===== src/rtl/serial_adder_seq.sv =====
// Bit-serial adder: feeds full_adder LSB-first, one bit pair per clock; optional SERIAL_ADDER_OVF_EN adds out_overflow.
// Latency: start at edge 0, busy cycles 1..WIDTH, out_done pulse in cycle WIDTH+1.
// Backpressure: none; in_start is honoured only in IDLE, otherwise dropped.

module full_adder (
   input  logic in_bit1,
   input  logic in_bit2,
   input  logic in_carry,
   output logic out_sum,
   output logic out_carry
);
   assign out_sum   = in_bit1 ^ in_bit2 ^ in_carry;
   assign out_carry = (in_bit1 & in_bit2) | (in_carry & (in_bit1 ^ in_bit2));
endmodule

module serial_adder_seq #(
   parameter int WIDTH = 8
) (
   input  logic             in_clk,
   input  logic             in_rst_n,
   input  logic             in_start,
   input  logic [WIDTH-1:0] in_a,
   input  logic [WIDTH-1:0] in_b,
   input  logic             in_carry,
   output logic             out_busy,
   output logic             out_done,
   output logic [WIDTH-1:0] out_sum,
   output logic             out_carry
`ifdef SERIAL_ADDER_OVF_EN
   ,
   output logic             out_overflow
`endif
);

   localparam int CW = $clog2(WIDTH) + 1;

   typedef enum logic [1:0] {IDLE, SHIFT, DONE} state_t;

   state_t           state, state_nxt;
   logic [WIDTH-1:0] a_sh, b_sh, sum_sh;
   logic             c_reg;
   logic [CW-1:0]    cnt;
   logic             fa_sum, fa_carry;
   logic             last_bit;

   assign last_bit = (cnt == CW'(WIDTH - 1));

   full_adder u_fa (
      .in_bit1  (a_sh[0]),
      .in_bit2  (b_sh[0]),
      .in_carry (c_reg),
      .out_sum  (fa_sum),
      .out_carry(fa_carry)
   );

   always_ff @(posedge in_clk or negedge in_rst_n) begin
      if (!in_rst_n) state <= IDLE;
      else           state <= state_nxt;
   end

   always_comb begin
      state_nxt = state;
      out_busy  = 1'b0;
      out_done  = 1'b0;
      case (state)
         IDLE:  if (in_start) state_nxt = SHIFT;
         SHIFT: begin
            out_busy = 1'b1;
            if (last_bit) state_nxt = DONE;
         end
         DONE: begin
            out_done  = 1'b1;
            state_nxt = IDLE;
         end
         default: state_nxt = IDLE;
      endcase
   end

   always_ff @(posedge in_clk or negedge in_rst_n) begin
      if (!in_rst_n) begin
         a_sh      <= '0;
         b_sh      <= '0;
         sum_sh    <= '0;
         c_reg     <= 1'b0;
         cnt       <= '0;
         out_sum   <= '0;
         out_carry <= 1'b0;
`ifdef SERIAL_ADDER_OVF_EN
         out_overflow <= 1'b0;
`endif
      end else begin
         case (state)
            IDLE: if (in_start) begin
               a_sh   <= in_a;
               b_sh   <= in_b;
               c_reg  <= in_carry;
               cnt    <= '0;
               sum_sh <= '0;
            end
            SHIFT: begin
               sum_sh <= {fa_sum, sum_sh[WIDTH-1:1]};
               c_reg  <= fa_carry;
               a_sh   <= {1'b0, a_sh[WIDTH-1:1]};
               b_sh   <= {1'b0, b_sh[WIDTH-1:1]};
               cnt    <= cnt + 1'b1;
               if (last_bit) begin
                  out_sum   <= {fa_sum, sum_sh[WIDTH-1:1]};
                  out_carry <= fa_carry;
`ifdef SERIAL_ADDER_OVF_EN
                  // c_reg here is the carry into the MSB
                  out_overflow <= c_reg ^ fa_carry;
`endif
               end
            end
            default: ;
         endcase
      end
   end

endmodule


===== config.mk =====
export PLATFORM = sky130hd
export DESIGN_NAME = serial_adder_seq
export DESIGN_NICKNAME = d
export VERILOG_FILES = /design/src/rtl/serial_adder_seq.sv
export SDC_FILE = /design/constraint.sdc
export NUM_CORES = 1
export LEC_CHECK = 0
export CAP_MARGIN = 20
export CORE_MARGIN = 10
export CORE_UTILIZATION = 51
export CTS_CLUSTER_DIAMETER = 60
export DETAILED_ROUTE_END_ITERATION = 10
export PLACE_DENSITY = 0.78
export SKIP_LAST_GASP = 1
export SYNTH_ARGS = -nofsm -noshare
export SYNTH_HDL_FRONTEND = slang
export SYNTH_SLANG_ARGS = --single-unit
export TNS_END_PERCENT = 100

===== constraint.sdc =====
create_clock -name in_clk -period 1.6 [get_ports in_clk]
set_input_delay 0.32 -clock in_clk [delete_from_list [all_inputs] [get_ports in_clk]]
set_output_delay 0.32 -clock in_clk [all_outputs]
set_load 0.005 [all_outputs]

# --- Yosys cells after proc, flatten, opt, wreduce, memory -nomap -nowiden ---
# Cells that the tools add are included.
op_classes:
  add_sub_neg: 1
  eq_ne: 5
  muxes: 15
  bitwise: 5
  reduce_logical: 5
ops:
  columns: ["op", "n"]
  rows:
  - ["one-hot mux 8 bit (2 select lines)", 3]
  - ["2-to-1 mux 8 bit", 3]
  - ["one-hot mux 4 bit (2 select lines)", 1]
  - ["AND reduction 2 bit", 3]
  - ["adder 4 x 1 -> 4 bit (second input constant)", 1]
  - ["equality test 4 x 3 -> 1 bit (second input constant)", 1]
  - ["2-to-1 mux 2 bit", 2]
  - ["2-to-1 mux 4 bit", 1]
  - ["inequality test 2 bit (second input constant)", 2]
  - ["one-hot mux 2 bit (2 select lines)", 1]
  - ["2-to-1 mux 1 bit", 3]
  - ["bitwise AND 1 bit", 2]
  - ["equality test 2 x 1 -> 1 bit (second input constant)", 1]
  - ["equality test 2 bit (second input constant)", 1]
  - ["logical NOT 2 bit", 1]
  - ["one-hot mux 1 bit (2 select lines)", 1]
  - ["nonzero test 2 bit", 1]
  - ["bitwise XOR 1 bit", 2]
  - ["OR 1 bit", 1]
word_totals:
  regBits: 40
  in_bits: 20
  out_inout_bits: 11
  wordCells: 39

# --- Longest topological paths before layout ---
# Gate-level depths: netlist of the first run.
depth:
  ltp_word: 4
  depth_mapped: 5

# --- Cells and area by module ---
# From an unflattened synthesis of the first run, not the netlist that was laid out.
hier_totals:
  hier_cells: 153
  area_unflattened_um2: 1721.7
by_module_without_submodules:
  columns: ["module", "n_inst", "cells_each", "area_each_um2", "seq_area_each_um2"]
  rows:
  - ["serial_adder_seq", 1, 152, 1701.6, 975.9]
  - ["full_adder", 1, 1, 20.0, 0.0]

# --- Worst setup path after synthesis of the first run ---
# OpenSTA, ideal clock, no wires.
synth_timing:
  path_kind: "reg2reg"
  from: "reg state[1]"
  to: "reg out_carry"
  t_arrival_ns: 1.297
  required_time_ns: 1.475
  setup_slack_ns: 0.178
  stages_incl_launch_ff: 4
  path_cell_list: "dfrtp_1 -> nand2b_2 -> nor3_4 -> mux2_2"
synth_between:
  elab_chain_cells: 2
synth_lines:
  columns: ["element", "line_no", "source"]
  rows:
  - ["start: declaration", "39", "state_t state, state_nxt;"]
  - ["start signal: assignment", "58", "else state <= state_nxt;"]
  - ["equality test 2 x 1 -> 1 bit", "92", "case (state)"]
  - ["AND reduction 2 bit (no source line)", null, null]
  - ["end signal: assignment", "108", "out_carry <= fa_carry;"]
  - ["end: declaration", "28", "output logic out_carry"]
# Every way passes these cells.
# A chain may end at the register's enable or synchronous reset.

# --- Final worst setup path of the first run ---
layout_timing:
  from: "reg state[0]"
  to: "out out_done"
layout_between:
  elab_chain_cells: 2
layout_lines:
  columns: ["element", "line_no", "source"]
  rows:
  - ["equality test 2 bit", "65", "case (state)"]
  - ["2-to-1 mux 1 bit", "65", null]
  - ["end: declaration", "26", "output logic out_done,"]
# Every way passes these cells.

==> flow_summary.toml, run 1 <==
[grt]
grt_pass1_vias = 1516
grt_usage = 0.147
grt_pass1_wl_mm = 7.31
gr-total-overflow = 0
grt_max_degree = 40
antenna_found_initial = 0

[timing]
slew_headroom = 0.674
max_freq_mhz = 624
slew_viol_final = 0
worstMarginPinSlew_ns = 0.489
period_share = 1.00
rsz0062_at_grt = "true"
period_needed_ns = 1.60
hold_viol = 15
worst_clock_skew_ns = 0.0154
whs_ns = -0.0141
layout_setup_ws_ns = -0.00257
setup_viol = 1

[synth]
synth_warnings = 0
syn_area_sq_um = 1730
yosysUniqueCellTypes = 20
syn-num-nets = 175
ys_seq_area_frac = 0.565
netlist_instances = 153
ys_seq_elements = 39
avgSynthCellArea_sq_um = 11.3

[route]
dr.pass1.iters = 4
wl_per_cell_um = 16.9
drc = 0
drtIter0Drc = 109
drt-total-wl_mm = 4.17
drt-vias-per-instance = 5.46
ant_nets = 0
num_vias = 1343

[setup_path]
startpoint = "state[0]$_DFFE_PN0P_"
rr_worst_depth = 5
critPathMaxFanout = 2
rrSetupSlack_ns = 0.12
r2r_end = "out_sum[7]$_DFFE_PN0P_"
cp-end-kind = "output port"
cp.required_ns = 1.28
crit_type = "reg -> out"
start_kind = "register"
crit_arrival_ns = 1.28
reg2reg_from = "cnt[0]$_DFFE_PN0P_"

[die]
row_count = 21
initial_core_util = 0.522
dieArea_sq_um = 6110
num_io_pins = 31
die_h_um = 78.2
die_w_um = 78.2
core_area_sq_um = 3310

[status]
status = "finished with violations"
violations = "negative hold slack, negative setup slack"

[clock_tree]
cts_buffer_depth = 2
clockRootBuffer = "clkbuf_4"
clk_pin_slew_ns = 0.13
clock_sinks = 39
clkLatencyLatePin_ns = 0.37
cts.htree.levels = 2
cts_inserted_buffers = 5
cts_tree = "yes"

[cells_and_area]
final_core_util = 0.695
layout.cells.non_filler = 246
synthToLayoutAreaGrowth_pct = 33.3
diodes = 0
largestRegisters = "a_sh: 8 flops, b_sh: 8 flops, out_sum: 8 flops"
design_area_sq_um = 2300
nets = 221
drive_gt1_frac = 0.205
mostFrequentLayoutCell = "dfrtp_1"
final_cell_mix = "dfrtp_1, clkdlybuf4s50_1, o21ai_0, nor2b_1, buf_4"

[placed_design]
dp_cells = 233
hpwl_mm = 2.88
port_buffers = 30
place.gp.congestion = 0.801
dpl_cell_area_sq_um = 2150

[power_and_ir_drop]
powerDensity_nw_per_um2 = 1820
leakagePower_nw = 1.08
peakVddDrop_v = 0.000993

[run]
cap_violations = 0

[hold_path]
hold_path.class = "in -> async"
synthesized netlist by cell type, drive strengths merged:
library cell / number / share of area
clkbuf: 6 / 0.013
inv: 1 / 0.0022
o21bai: 1 / 0.0043
a22o: 9 / 0.046
nand2b: 1 / 0.0051
nand2: 7 / 0.015
buf: 3 / 0.010
ha: 1 / 0.0072
fa: 1 / 0.012
nand3: 3 / 0.0087
mux2: 10 / 0.065
nor2: 2 / 0.0043
o21ai: 18 / 0.052
nor2b: 18 / 0.065
or3: 1 / 0.0036
a21oi: 16 / 0.046
dfrtp: 39 / 0.57
nor3: 1 / 0.0094
a22oi: 15 / 0.065
per-layer routing:
metal / share of wire / wire length (um) / global-route usage / vias to the layer above
li1: - / - / - / 645
met1: 0.43 / 1790 / 0.170 / 657
met2: 0.49 / 2050 / 0.239 / 33
met3: 0.060 / 252 / 0.0524 / 8
met4: 0.018 / 74 / 0.0681 / 0
met5: 0 / 0 / 0 / -
per-stage QoR:
step | setup slack (ns) | hold slack (ns) | power, mW | TNS [ns]
finish | -0.00257 | -0.0141 | 4.19 | -0.00257
global route | -0.0643 | 0.0148 | 4.50 | -0.0645
CTS | -0.105 | 0.00279 | 4.22 | -0.105
detailed placement | 0.0300 | 0.401 | 3.32 | 0
global placement | 0.0882 | 0.395 | 3.24 | 0
floorplan | 0.178 | 0.0244 | 2.59 | 0
report_power, final:
| part | switching, mW | internal (mW) | total (mW) | leakage (nW) |
|---|---|---|---|---|
| sequential | 0.296 | 1.39 | 1.69 | 0.509 |
| clock | 0.340 | 0.487 | 0.828 | 0.0525 |
| combinational | 0.764 | 0.915 | 1.68 | 0.516 |
how the worst max path moves through the flow:
stage,slack (ns),cells past startpoint,endpoint
floorplan,0.18,3,out_carry$_DFFE_PN0P_
global placement,0.09,3,out_busy
detailed placement,0.03,5,b_sh[6]$_DFFE_PN0P_
CTS,-0.11,4,out_busy
global route,-0.06,3,out_done
finish,-0.003,3,out_done
what timing repair did:
| action | CTS | global route |
|---|---|---|
| gates resized for setup | 6 | 7 |
| hold buffers | 0 | 0 |
| buffers inserted | 3 | 2 |
| pin swaps | 0 | 0 |
| setup endpoints to repair | 3 | 7 |
layout make-up:
type / instances / area [sq um]
clock buffers: 6 / 41.3
clock inverters: 2 / 60.1
fillers: 245 / 1010
inverters: 1 / 3.75
multi-input cells: 104 / 714
flip-flops and latches: 39 / 977
well taps: 46 / 57.6
repair buffers: 48 / 448
cell families (layout without fill, tap and decap cells):
group / after synthesis / in the layout / synth area share
compound gates: 59 / 59 / 0.214
simple gates: 33 / 33 / 0.112
buf+inv: 10 / 57 / 0.0254
fa+ha+maj: 2 / 2 / 0.0188
mux: 10 / 10 / 0.0652
flops: 39 / 39 / 0.565
worst max-delay path, stage by stage (launching register included):
cell           delay, ns
dfrtp_2             0.42
buf_4               0.14
nor2b_2             0.12
dlygate4sd2_1       0.24
Note: power is estimated with default switching activity, not from simulation.
==> inputs of run 2 (changes only) <==
--- a/config.mk
+++ b/config.mk
@@ -7,10 +7,10 @@
 export LEC_CHECK = 0
 export CAP_MARGIN = 20
 export CORE_MARGIN = 10
-export CORE_UTILIZATION = 51
+export CORE_UTILIZATION = 55
 export CTS_CLUSTER_DIAMETER = 60
 export DETAILED_ROUTE_END_ITERATION = 10
-export PLACE_DENSITY = 0.78
+export PLACE_DENSITY = 0.83
 export SKIP_LAST_GASP = 1
 export SYNTH_ARGS = -nofsm -noshare
 export SYNTH_HDL_FRONTEND = slang
==> constraint.sdc (replaced) <==
create_clock -name in_clk -period 1.9 [get_ports in_clk]
set_input_delay 0.38 -clock in_clk [delete_from_list [all_inputs] [get_ports in_clk]]
set_output_delay 0.38 -clock in_clk [all_outputs]
set_load 0.005 [all_outputs]
==> flow_summary.toml, run 2 (same netlist as run 1, synthesis figures left out) <==
[status]
status = "completed"

[cells_and_area]
synthToLayoutAreaGrowth_pct = 26.8
largestRegisters = "a_sh: 8 flops, b_sh: 8 flops, out_sum: 8 flops"
design_area_sq_um = 2190
mostFrequentLayoutCell = "dfrtp_1"
drive_gt1_frac = 0.161
diodes = 0
final_core_util = 0.723
final_cell_mix = "dfrtp_1, clkdlybuf4s50_1, nor2b_1, o21ai_0, a21oi_1"
nets = 216
layout.cells.non_filler = 237

[timing]
whs_ns = 0.0681
max_freq_mhz = 596
slew_viol_final = 0
hold_viol = 0
worst_clock_skew_ns = 0.00960
worstMarginPinSlew_ns = 0.503
slew_headroom = 0.663
rsz0062_at_grt = "false"
setup_viol = 0
final.setup.tns_ns = 0
period_needed_ns = 1.68
period_share = 0.883

[run]
cap_violations = 0

[clock_tree]
clockRootBuffer = "clkbuf_4"
cts_buffer_depth = 2
cts_tree = "yes"
cts_inserted_buffers = 5
clkLatencyLatePin_ns = 0.34
cts.htree.levels = 2
hold_buffers = 0
clock_sinks = 39
clk_pin_slew_ns = 0.11

[die]
die_w_um = 76.0
initial_core_util = 0.570
dieArea_sq_um = 5780
die_h_um = 76.0
core_area_sq_um = 3030
row_count = 20
num_io_pins = 31

[power_and_ir_drop]
netSwitchingPower_mw = 1.13
powerDensity_nw_per_um2 = 1450
power.share.clock = 0.120
p_seq_frac = 0.454
comb_power_share = 0.425
p_int_mw = 2.03
leakagePower_nw = 0.964
peakVddDrop_v = 0.000883
switching_share = 0.358

[route]
wl_per_cell_um = 17.0
drt-total-wl_mm = 4.03
drc = 0
wl_met2_mm = 1.90
top_layer = "met4"
dr.pass1.iters = 4
num_vias = 1337
drt-vias-per-instance = 5.64
ant_nets = 0
drtIter0Drc = 131
met1_length_mm = 1.87
met3_length_um = 218

[grt]
grt_max_degree = 40
grt_pass1_wl_mm = 6.96
antenna_found_initial = 0
grt_usage = 0.143
grt_pass1_vias = 1422
gr-total-overflow = 0

[setup_path]
cp_slowest_cell = "nor3_4"
reg2reg_from = "state[1]$_DFFE_PN0P_"
slowest_delay_ns = 0.45
crit_arrival_ns = 1.90
critPathMaxFanout = 10
path_cells = "buf_4 > nand2b_4 > nor3_4 > mux2_2"
crit_type = "reg -> reg"
r2r_end = "out_sum[7]$_DFFE_PN0P_"
rr_worst_depth = 4
cp.required_ns = 2.12
cp-end-kind = "register"
rrSetupSlack_ns = 0.22
start_kind = "register"

[placed_design]
place.gp.congestion = 0.744
dpl_cell_area_sq_um = 2110
port_buffers = 30
hpwl_mm = 2.83
dp_cells = 228

[hold_path]
hold_path.class = "in -> async"
[run 2: cell count changes in the layout (fill, tap and decap cells not counted), sizes merged]
cell / before / now
dlymetal6s2s: 5 / 2
dlygate4sd2: 2 / 0
clkbuf: 7 / 6
buf: 19 / 14
clkdlybuf4s50: 21 / 27
bufinv: 2 / 0
[run 2: worst max-delay path by stage]
stage / startpoint / end
detailed placement: in_start / b_sh[4]$_DFFE_PN0P_
finish: state[1]$_DFFE_PN0P_ / out_sum[7]$_DFFE_PN0P_
global route: cnt[0]$_DFFE_PN0P_ / out_sum[5]$_DFFE_PN0P_
floorplan: state[1]$_DFFE_PN0P_ / out_carry$_DFFE_PN0P_
CTS: state[1]$_DFFE_PN0P_ / out_busy
global placement: in_start / a_sh[7]$_DFFE_PN0P_
[run 2: power groups by stage]
stage                     Combinational (mW)  Clock (mW)  Sequential [mW]
final                                   1.35       0.381             1.44
after global routing                    1.50       0.427             1.49
after CTS                               1.35       0.388             1.44
after detailed placement                1.31           0             1.45
after global placement                  1.27           0             1.42
after floorplan                        0.799           0             1.39
[run 2: routing by layer]
layer / up-vias / GRT usage
li1: 631 / -
met5: - / 0
met1: 657 / 0.184
met4: 0 / 0.0398
met2: 43 / 0.218
met3: 6 / 0.0531
[run 2: layout make-up]
class / count / area [sq um]
Inverter: 1 / 3.75
Timing Repair Buffer: 43 / 402
Fill cell: 230 / 838
Tap cell: 44 / 55.1
Sequential cell: 39 / 976
Multi-Input combinational cell: 104 / 712
Clock buffer: 6 / 41.3
[run 2: through the flow]
step           power [mW]  setup slack [ns]
2_1_floorplan        2.18             0.478
3_3_place_gp         2.69             0.297
3_5_place_dp         2.76             0.226
4_1_cts              3.17           0.00780
5_1_grt              3.41             0.111
6_report             3.17             0.223
[run 2: what timing repair did]
action	in CTS	in global routing
buffers inserted	2	1
endpoints found under the setup margin	2	2
pin swaps	0	0
gates resized for setup	2	2
[run 2: critical path, delay by kind of cell, from the launching register on]
family                 cells  cell delay [ns]
buffers and inverters      1             0.14
AND/OR/NAND/NOR            2             0.61
multiplexers               1             0.40
flip-flops                 1             0.42
